<file path="src/rtl/multdiv_pkg.sv">
// Shared multiply/divide definitions: default width, controller states, step count.
package multdiv_pkg;
   localparam int MULT_WIDTH = 32;
   localparam int MULT_ITERS = MULT_WIDTH;

   typedef enum logic [1:0] {
      IDLE = 2'd0,
      RUN  = 2'd1,
      DONE = 2'd2
   } mult_state_e;
endpackage

</file>
<file path="src/rtl/booth_step.sv">
// One radix-2 Booth iteration: conditional add/sub of M, then arithmetic shift right.
module booth_step
   import multdiv_pkg::*;
#(
   parameter int WIDTH = MULT_WIDTH
) (
   input  logic [2*WIDTH:0] p_i,
   input  logic [WIDTH-1:0] m_i,
   output logic [2*WIDTH:0] p_o
);

   logic [WIDTH:0] hi;
   logic [WIDTH:0] mx;
   logic [WIDTH:0] sum;

   always_comb begin
      hi = {p_i[2*WIDTH], p_i[2*WIDTH:WIDTH+1]};
      mx = {m_i[WIDTH-1], m_i};
      unique case (p_i[1:0])
         2'b01:   sum = hi + mx;
         2'b10:   sum = hi - mx;
         default: sum = hi;
      endcase
      // sum[WIDTH] is the true sign even when the add overflows WIDTH bits
      p_o = {sum, p_i[WIDTH:1]};
   end

endmodule

</file>
<file path="src/rtl/mult_booth_ctrl.sv">
// Sequential signed Booth multiplier controller, one bit per cycle.
// Define MULT_OVF_EN to flag products that do not fit in WIDTH signed bits.
module mult_booth_ctrl
   import multdiv_pkg::*;
#(
   parameter int WIDTH = MULT_WIDTH
) (
   input  logic             clk,
   input  logic             clr,
   input  logic             ctrl_MULT,
   input  logic [WIDTH-1:0] data_operandA,
   input  logic [WIDTH-1:0] data_operandB,
   output logic [WIDTH-1:0] data_result,
   output logic             data_exception,
   output logic             data_resultRDY,
   output logic             busy
);

   localparam int CW = (WIDTH > 1) ? $clog2(WIDTH) : 1;
   localparam logic [CW-1:0] LAST = CW'(WIDTH - 1);

   mult_state_e      state_q, state_d;
   logic [2*WIDTH:0] p_q, p_d, p_step;
   logic [WIDTH-1:0] m_q, m_d;
   logic [CW-1:0]    cnt_q, cnt_d;
   logic             rdy;

   booth_step #(.WIDTH(WIDTH)) u_step (
      .p_i (p_q),
      .m_i (m_q),
      .p_o (p_step)
   );

   always_ff @(posedge clk or posedge clr) begin
      if (clr) begin
         state_q <= IDLE;
         p_q     <= '0;
         m_q     <= '0;
         cnt_q   <= '0;
      end else begin
         state_q <= state_d;
         p_q     <= p_d;
         m_q     <= m_d;
         cnt_q   <= cnt_d;
      end
   end

   always_comb begin
      state_d = state_q;
      p_d     = p_q;
      m_d     = m_q;
      cnt_d   = cnt_q;
      rdy     = 1'b0;
      unique case (state_q)
         IDLE: begin
            if (ctrl_MULT) begin
               m_d     = data_operandA;
               p_d     = {{WIDTH{1'b0}}, data_operandB, 1'b0};
               cnt_d   = '0;
               state_d = RUN;
            end
         end
         RUN: begin
            p_d = p_step;
            if (cnt_q == LAST) state_d = DONE;
            else               cnt_d   = cnt_q + 1'b1;
         end
         DONE: begin
            rdy     = 1'b1;
            state_d = IDLE;
         end
         default: state_d = IDLE;
      endcase
   end

   assign data_result    = p_q[WIDTH:1];
   assign data_resultRDY = rdy;
   assign busy           = (state_q != IDLE);

`ifdef MULT_OVF_EN
   // Representable iff the upper half agrees with the result's sign bit
   logic [WIDTH:0] hi_bits;
   assign hi_bits        = p_q[2*WIDTH:WIDTH];
   assign data_exception = ~((&hi_bits) | ~(|hi_bits));
`else
   assign data_exception = 1'b0;
`endif

endmodule

</file>
<file path="config.mk">
export PLATFORM = sky130hd
export DESIGN_NAME = mult_booth_ctrl
export DESIGN_NICKNAME = d
export VERILOG_FILES = /design/src/rtl/multdiv_pkg.sv /design/src/rtl/booth_step.sv /design/src/rtl/mult_booth_ctrl.sv
export SDC_FILE = /design/constraint.sdc
export NUM_CORES = 1
export LEC_CHECK = 0
export ABC_AREA = 1
export ABC_CLOCK_PERIOD_IN_PS = 4700
export CORE_AREA = 5 5 153 155
export DETAILED_ROUTE_END_ITERATION = 8
export DIE_AREA = 0 0 158 160
export DONT_BUFFER_PORTS = 1
export SLEW_MARGIN = 5
export SYNTH_ARGS = -nofsm -noshare
export SYNTH_HDL_FRONTEND = slang
export SYNTH_HIERARCHICAL = 1
export SYNTH_SLANG_ARGS = --single-unit
</file>
<file path="constraint.sdc">
create_clock -name clk -period 4.7 [get_ports clk]
set_input_delay 0.47 -clock clk [delete_from_list [all_inputs] [get_ports clk]]
set_output_delay 0.47 -clock clk [all_outputs]
set_load 0.03 [all_outputs]
</file>
== Yosys cells after proc, flatten, opt, wreduce, memory -nomap -nowiden ==
Index checks and enable logic that the tools add are counted.
Word-level totals
  register bits: 104
  bits in latches: 0
  bits in writable memories: 0
  ROM bits: 0
  input bits: 67
  output and inout bits: 35
  word-level logic and storage cells: 35
  memories: 0
Operators by class
  $add $sub $neg: 3
  multiply operators: 0
  divide/modulo/power cells: 0
  $lt $le $gt $ge: 0
  eq/ne operators: 9
  shift operators: 0
  muxes and demuxes: 10
  bitwise gates (word level): 0
  reductions and logical operators: 8
Operators by type and width (count)
  $pmux W65 S2: 1
  $pmux W33 S2: 1
  $mux W65: 1
  $add A32 B32 Y33: 1
  $sub A32 B32 Y33: 1
  $mux W5: 2
  $pmux W5 S2: 1
  $ne A2 B2 Y1 const B: 3
  $reduce_and A2 Y1: 3
  $reduce_and A3 Y1: 2
  $add A5 B1 Y5 const B: 1
  $eq A5 B5 Y1 const B: 1
  $eq A2 B1 Y1 const B: 2
  $eq A2 B2 Y1 const B: 2
  $mux W2: 2
  $pmux W2 S2: 1
  $reduce_bool A2 Y1: 2
  $ne A3 B1 Y1 const B: 1
  $logic_not A2 Y1: 1
  $mux W1: 1

== Longest topological paths before layout ==
Gate-level depths: netlist of run 1.
  depth after elaboration: 3
  depth in mapped cells: 24
  gate-level depth less buffers: 24

== Cells and area by module ==
Netlist of run 1, hierarchy kept.
By module, submodules not included
  mult_booth_ctrl: times used 1, cells an instance 600, area each 4798.4 µm², seq. area each 2602.5 µm²
  booth_step: times used 1, cells an instance 749, area each 3804.9 µm², seq. area each 0.0 µm²

== Worst setup path before layout of run 1 ==
OpenSTA, ideal clock, no wires.
  kind: reg-to-reg
  start point: reg p_q[1]
  end point: reg p_q[64]
  library setup time: 117 ps
  arrival time: 2608 ps
  data required time: 4583 ps
  slack: 1975 ps
  stages on the path, launching flop included: 21
  buffers on the path: 2
  clock period less this slack: 2725 ps
  cell sequence: dfrtp_1 > ha_1 > buf_2 > inv_1 > buf_2 > o21ai_1 > xnor2_1 > inv_1 > ha_1 > a21oi_1 > nand2_1 > a21oi_1 > nand2_2 > nand2_2 > nand2_2 > inv_1 > nand3_2 > nand3_1 > nand2_1 > nand2_1 > nand2_1
On the way
  longest elaborated chain between the ends: 3
  elaborated cells on any way between the ends: 6
  those cells by class: 3 x eq/ne; 2 x mux; 1 x reduce/logical
Ends and longest elaborated chain
  from (decl): RTL line mult_booth_ctrl.sv:23  | logic [2*WIDTH:0] p_q, p_d, p_step;
  from (signal assigned): RTL line mult_booth_ctrl.sv:42  | p_q <= p_d;
  $eq A2 B2 Y1 / $eq A2 B1 Y1 (equally long branches): RTL line booth_step.sv:19  | unique case (p_i[1:0])
  $pmux W33 S2 *: RTL line booth_step.sv:19
  via p_step[64]: RTL line mult_booth_ctrl.sv:23
  $pmux W65 S2 *: RTL line mult_booth_ctrl.sv:54  | unique case (state_q)
The timed path passes the listed nets; every way through them passes the cells marked *.
A chain may end at the register's enable or synchronous reset.

== Worst setup path after layout of run 1 ==
  start point: reg p_q[1]
  end point: reg p_q[44]
Same word-level chain as after synthesis.

==> out/results.tsv, run 1 <==
stage	metric	value	unit
synth	ys_top_cells_by_area	dfrtp_1 30%, nand2_1 25%, nand3_1 6.5%	
die	dieArea	25300	µm²
hold_path	holdCritPathClass	in -> reg	
clocking	clockBufferDepth	2	
worst_setup_path	reg2reg_depth	19	
clocking	cts_root_buffer	clkbuf_16	
sta	hold_viol_final	0	
global_route	grt_pass1_vias	7470	
synth	synthAdderAreaFrac	5.47	%
die	ios	102	
die	die_h	160	µm
route	ant_nets	0	
clocking	path_clk_slew	0.08	ns
worst_setup_path	crit_required	4.94	ns
sta	fin_tns_setup	0	ns
placement	io_buffers	0	
route	drc	0	
worst_setup_path	r2r-start	p_q[1]	
final_layout	drive_above_1_share	5.22	%
die	rows	54	
worst_setup_path	r2r-end	p_q[44]	
final_layout	fin_nets	1363	
sta	fmax	0.274	GHz
synth	yosys-mux-area-fraction	0.116	%
placement	hpwl	16.8	mm
placement	pre_cts_slack	1.09	ns
hold_path	hold_end	m_q[3]	
sta	setup_viol	0	
synth	synth.distinct_cells	40	
clocking	clk_latency	0.36	ns
clocking	clock-sinks	104	
final_layout	area_growth	-0.218	%
synth	synth_top_family_by_area	simple AND/OR/NAND/NOR gates	
synth	synthCells	1349	
die	fp.coreArea	21700	µm²
route	routed_wl	23.0	mm
sta	tightest_slew	1.07	ns
global_route	antenna_found_initial	0	
clocking	cts_buffers	9	
worst_setup_path	arrival	3.90	ns
global_route	grt_pass1_wl	38.3	mm
worst_setup_path	worstSetupPathType	reg -> reg	
synth	syn_area	8600	µm²
clocking	cts_resized	0	
global_route	grt.overflow.total	0	
final_layout	antenna_cells	0	
synth	synth_top_area_cell	dfrtp_1	
synth	syn_nets	1453	
synth	yosys.area_share.xor_xnor	3.46	%
synth	yosysWarningCount	6	
sta	worst_slack	1.05	ns
clocking	h-tree-depth	3	
synth	synthSimpleGateAreaFrac	41.0	%
route	wl_per_cell	14.9	µm
clocking	cts.hold.buffers_added	0	
synth	postSynthAreaPerCell	6.38	µm²
sta	finalCritPeriodShare	77.8	%
worst_setup_path	start_kind	register	
route	viasPerCell	5.04	
synth	ys_seq_elements	104	
sta	rsz0062_at_grt	no	
global_route	grt_max_degree	80	
worst_setup_path	crit_path_end_kind	register	
sta	max-slew-margin-rel	28.7	%
job	max-cap-violations	0	
synth	synth_compound_area_share	5.60	%
clocking	cts_setup_buffers	0	
route	first_pass_iters	5	
worst_setup_path	r2r_slack	1.05	ns
global_route	groute.usage.overall	18.6	%
run_status	status	finished, final reports clean	
hold_path	holdCritStartpoint	data_operandA[3]	
die	start_util	39.7	%
hold_path	hold_depth	2	
clocking	cts_tree	built	
sta	slew_violations	0	
synth	synth_seq_area_share	30.3	%
sta	fin_skew	0.0106	ns
worst_setup_path	cp_max_fo	19	
route	vias	7779	
sta	period_needed	3.65	ns
route	drtIter0Drc	543	
placement	globalplace.congestion	0.937	
synth	yosysTopAreaCellShare	30.3	%
die	die_w	158	µm
how the worst max path moves through the flow:
stage | endpoint | from
finish | p_q[44] | p_q[1]
global route | p_q[60] | p_q[1]
CTS | p_q[44] | p_q[1]
detailed placement | p_q[60] | p_q[1]
global placement | p_q[60] | p_q[1]
floorplan | cnt_q[0] | clr
critical path: stages, from the launching register on:
cell and delay [ns]:
dfrtp_1 0.53, ha_1 0.26, buf_4 0.20, inv_1 0.39
nand2_1 0.15, o21ai_0 0.12, xor2_1 0.25, inv_1 0.07
ha_1 0.33, nand2_1 0.17, inv_1 0.06, a21oi_1 0.17
nand2_2 0.11, nand3_1 0.10, nand3_2 0.12, or2_1 0.25
nand3_1 0.07, nand2_1 0.06, nand2_1 0.07, nand2_1 0.06
metal layers:
layer	up-vias	track usage (%)	share of wire, %	wire (µm)
li1	3958	-	-	-
met5	-	0	0	0
met2	226	28.9	45	10300
met3	24	4.14	6.8	1570
met1	3571	26.1	47	10800
met4	0	4.96	1.6	371
state kept, by name (all words and copies together), names as in the netlist:
name     count
m_q         32
cnt_q        5
state_q      2
p_q         65
cell type report:
class,instances,area [µm²]
clock buffers,10,229
fillers,2352,13100
flip-flops and latches,104,2600
well taps,280,350
inverters,126,475
clock inverters,6,62.6
multi-input cells,1010,4800
repair buffers,8,60.1
cell families after synthesis:
logic type / after synthesis
AOI/OAI and AO/OA: 89
xor gates and xnor gates: 34
adders and majority gates: 37
buffers and inverters: 235
DFF: 104
muxes: 1
other: 1
and+or+nand+nor: 848
cell usage after synthesis:
master,number
nand2_1,579
inv_1,120
nand3_1,111
dfrtp_1,104
nor2_1,87
buf_4,73
a21oi_1,37
ha_1,36
o21ai_0,31
buf_2,28
xor2_1,21
nand2_2,17
nor3_1,14
xnor2_1,13
nand4_1,10
o21ai_1,8
nand3b_1,7
or2_1,6
inv_2,5
nor2_2,5
o21bai_1,5
clkbuf_1,4
a21oi_2,3
buf_6,3
nand3_2,3
a31oi_1,2
nor4_1,2
o21ai_2,2
or2_2,2
a21o_1,1
and2_1,1
buf_1,1
clkinv_1,1
conb_1,1
fa_1,1
mux2i_1,1
nand4_2,1
nor2_4,1
nor3_2,1
nor3b_2,1
cells in the final DEF (no fill, tap or decap), types with 2 or more instances in the layout:
cell,synthesis,final
o21ai_2,2,2
buf_4,73,8
nand2_1,579,579
nand4_1,10,10
nand3_2,3,3
inv_1,120,119
dfrtp_1,104,104
nor2_1,87,87
nor4_1,2,2
clkbuf_16,0,9
o21ai_1,8,8
inv_6,0,2
o21ai_0,31,31
inv_2,5,5
a21oi_1,37,37
a31oi_1,2,2
o21bai_1,5,5
or2_2,2,2
nor3_1,14,14
xnor2_1,13,13
clkinv_4,0,2
nand2_2,17,16
a21oi_2,3,3
nand3_1,111,110
ha_1,36,36
nor2_2,5,5
nand3b_1,7,7
xor2_1,21,21
or2_1,6,6
metrics by stage:
stage	cell area, µm²	hold WS, ns	utilization [%]	cells
3_5_place_dp	8290	0.469	38.2	1528
3_3_place_gp	8290	0.461	38.2	1528
2_1_floorplan	8600	0.448	-	1349
4_1_cts	8580	0.198	39.6	1544
5_1_grt	8580	0.207	39.6	1544
6_report	8580	0.211	39.6	1544
Power of run 1 is left out: the tool's default activity adds up to more than one toggle a clock period on the data nets, which glitch-free logic cannot reach.
==> run 2: changes to the inputs <==
--- a/config.mk
+++ b/config.mk
@@ -6,7 +6,7 @@
 export NUM_CORES = 1
 export LEC_CHECK = 0
 export ABC_AREA = 1
-export ABC_CLOCK_PERIOD_IN_PS = 4700
+export ABC_CLOCK_PERIOD_IN_PS = 3500
 export CORE_AREA = 5 5 153 155
 export DETAILED_ROUTE_END_ITERATION = 8
 export DIE_AREA = 0 0 158 160
==> constraint.sdc (replaced) <==
create_clock -name clk -period 3.5 [get_ports clk]
set_input_delay 0.35 -clock clk [delete_from_list [all_inputs] [get_ports clk]]
set_output_delay 0.35 -clock clk [all_outputs]
set_load 0.03 [all_outputs]
==> out/results.tsv, run 2 (same netlist as run 1, synthesis figures left out) <==
stage	metric	value	unit
die	dieArea	25300	µm²
global_route	grt_pass1_vias	7527	
final_layout	reg_top3	p_q (65), m_q (32), cnt_q (5)	
clocking	cts_buffers	9	
global_route	antenna_found_initial	0	
final_layout	drive_above_1_share	6.64	%
final_layout	layout_common_cells	577 x nand2_1, 116 x inv_1, 110 x nand3_1	
global_route	groute.usage.overall	18.4	%
clocking	path_clk_slew	0.08	ns
global_route	grt_max_degree	61	
worst_setup_path	critPathMaxStageDelay	0.42	ns
worst_setup_path	crit_path_end_kind	register	
clocking	h-tree-depth	3	
sta	period_needed	3.23	ns
die	die_w	158	µm
worst_setup_path	start_kind	register	
worst_setup_path	cp_max_fo	6	
final_layout	area_growth	0.771	%
die	ios	102	
sta	slew_violations	0	
route	drtIter0Drc	577	
sta	fmax	0.309	GHz
worst_setup_path	critPathMostFrequentCell	nand2_1	
sta	finalCritPeriodShare	92.3	%
placement	pre_cts_slack	0.0943	ns
clocking	clock-sinks	104	
final_layout	regMostFlops	p_q	
placement	io_buffers	0	
sta	setup_viol	0	
placement	globalplace.congestion	0.937	
final_layout	final_common_cell	nand2_1	
hold_path	holdCritPathClass	in -> reg	
sta	fin_skew	0.0122	ns
global_route	grt.overflow.total	0	
clocking	cts_tree	built	
route	wl_per_cell	15.0	µm
die	start_util	39.7	%
sta	tightest_slew	0.976	ns
final_layout	largest_register_ffs	65	
sta	hold_viol_final	0	
worst_setup_path	worstSetupPathType	reg -> reg	
die	rows	54	
clocking	cts_root_buffer	clkbuf_16	
route	drc	0	
worst_setup_path	crit_family	simple AND/OR/NAND/NOR gates	
worst_setup_path	crit_required	3.74	ns
worst_setup_path	cp_slowest_cell	ha_2	
worst_setup_path	crit_chain	inv_2, ha_1, nand2_1, nor2_4, inv_1, nor3_2, a31oi_1, xnor2_1, ha_2, nand2_1, inv_1, nand2_1, nor2_1, nand4_1, nand3_1, nand2_1, nand3_1, nand2_1, nand2_1, nand2_1	
route	routed_wl	23.2	mm
job	max-cap-violations	0	
final_layout	fin_nets	1366	
sta	fin_hold_ws	0.0972	ns
route	first_pass_iters	5	
die	die_h	160	µm
route	viasPerCell	5.00	
sta	worst_slack	0.268	ns
sta	max-slew-margin-rel	34.5	%
worst_setup_path	arrival	3.48	ns
global_route	grt_pass1_wl	38.2	mm
clocking	clk_latency	0.36	ns
worst_setup_path	crit_buf_inv	3	
route	ant_nets	0	
route	vias	7734	
clocking	clockBufferDepth	2	
final_layout	antenna_cells	0	
placement	hpwl	17.3	mm
run_status	status	finished, final reports clean	
die	fp.coreArea	21700	µm²
-- run 2: cell count changes in the layout (fill, tap and decap cells not counted), sizes merged --
| cell | change |
|---|---|
| buf | +2 |
| bufinv | +1 |
| clkbuf | -1 |
| clkinv | -2 |
| clkinvlp | +2 |
| dlygate4sd3 | +1 |
| inv | -1 |
-- run 2: metal layers --
metal | routed length (µm) | track usage [%]
met5 | 0 | 0
met4 | 462 | 5.51
met3 | 1430 | 3.60
met2 | 10600 | 28.9
met1 | 10700 | 25.7
-- run 2: through the flow --
step           utilization (%)  TNS (ns)  instance area (µm²)  cells
5_1_grt                   40.0   -0.0385                 8670   1546
3_3_place_gp              38.3         0                 8300   1529
4_1_cts                   39.7         0                 8610   1545
2_1_floorplan                -         0                 8600   1349
6_report                  40.0         0                 8670   1546
3_5_place_dp              38.3         0                 8300   1529
-- run 2: worst paths after layout --
path,depth (start not counted),start,slack [ns],endpoint
min in group asynchronous,2,clr,0.56,state_q[1]
hold / removal,2,data_operandA[29],0.1,m_q[29]
hold reg to reg,2,cnt_q[4],0.50,cnt_q[4]
setup reg to reg,20,m_q[0],0.27,p_q[50]
setup / recovery,20,m_q[0],0.27,p_q[50]
max in group asynchronous,3,clr,2.05,p_q[46]
-- run 2: final cells by class --
type                            count  area, µm²
Clock buffer                        9        225
Clock inverter                      6       75.1
Fill cell                        2342      13000
Inverter                          126        479
Multi-Input combinational cell   1010       4850
Sequential cell                   104       2600
Tap cell                          280        350
Timing Repair Buffer               11       85.1
-- run 2: repair_timing --
action | in CTS | in global routing
endpoints found under the setup margin | 0 | 21
hold endpoints to repair | 6 | 0
hold buffers | 1 | 0
gates resized for setup | 0 | 18
buffers inserted | 0 | 1
Power of run 2 is left out for the same reason.
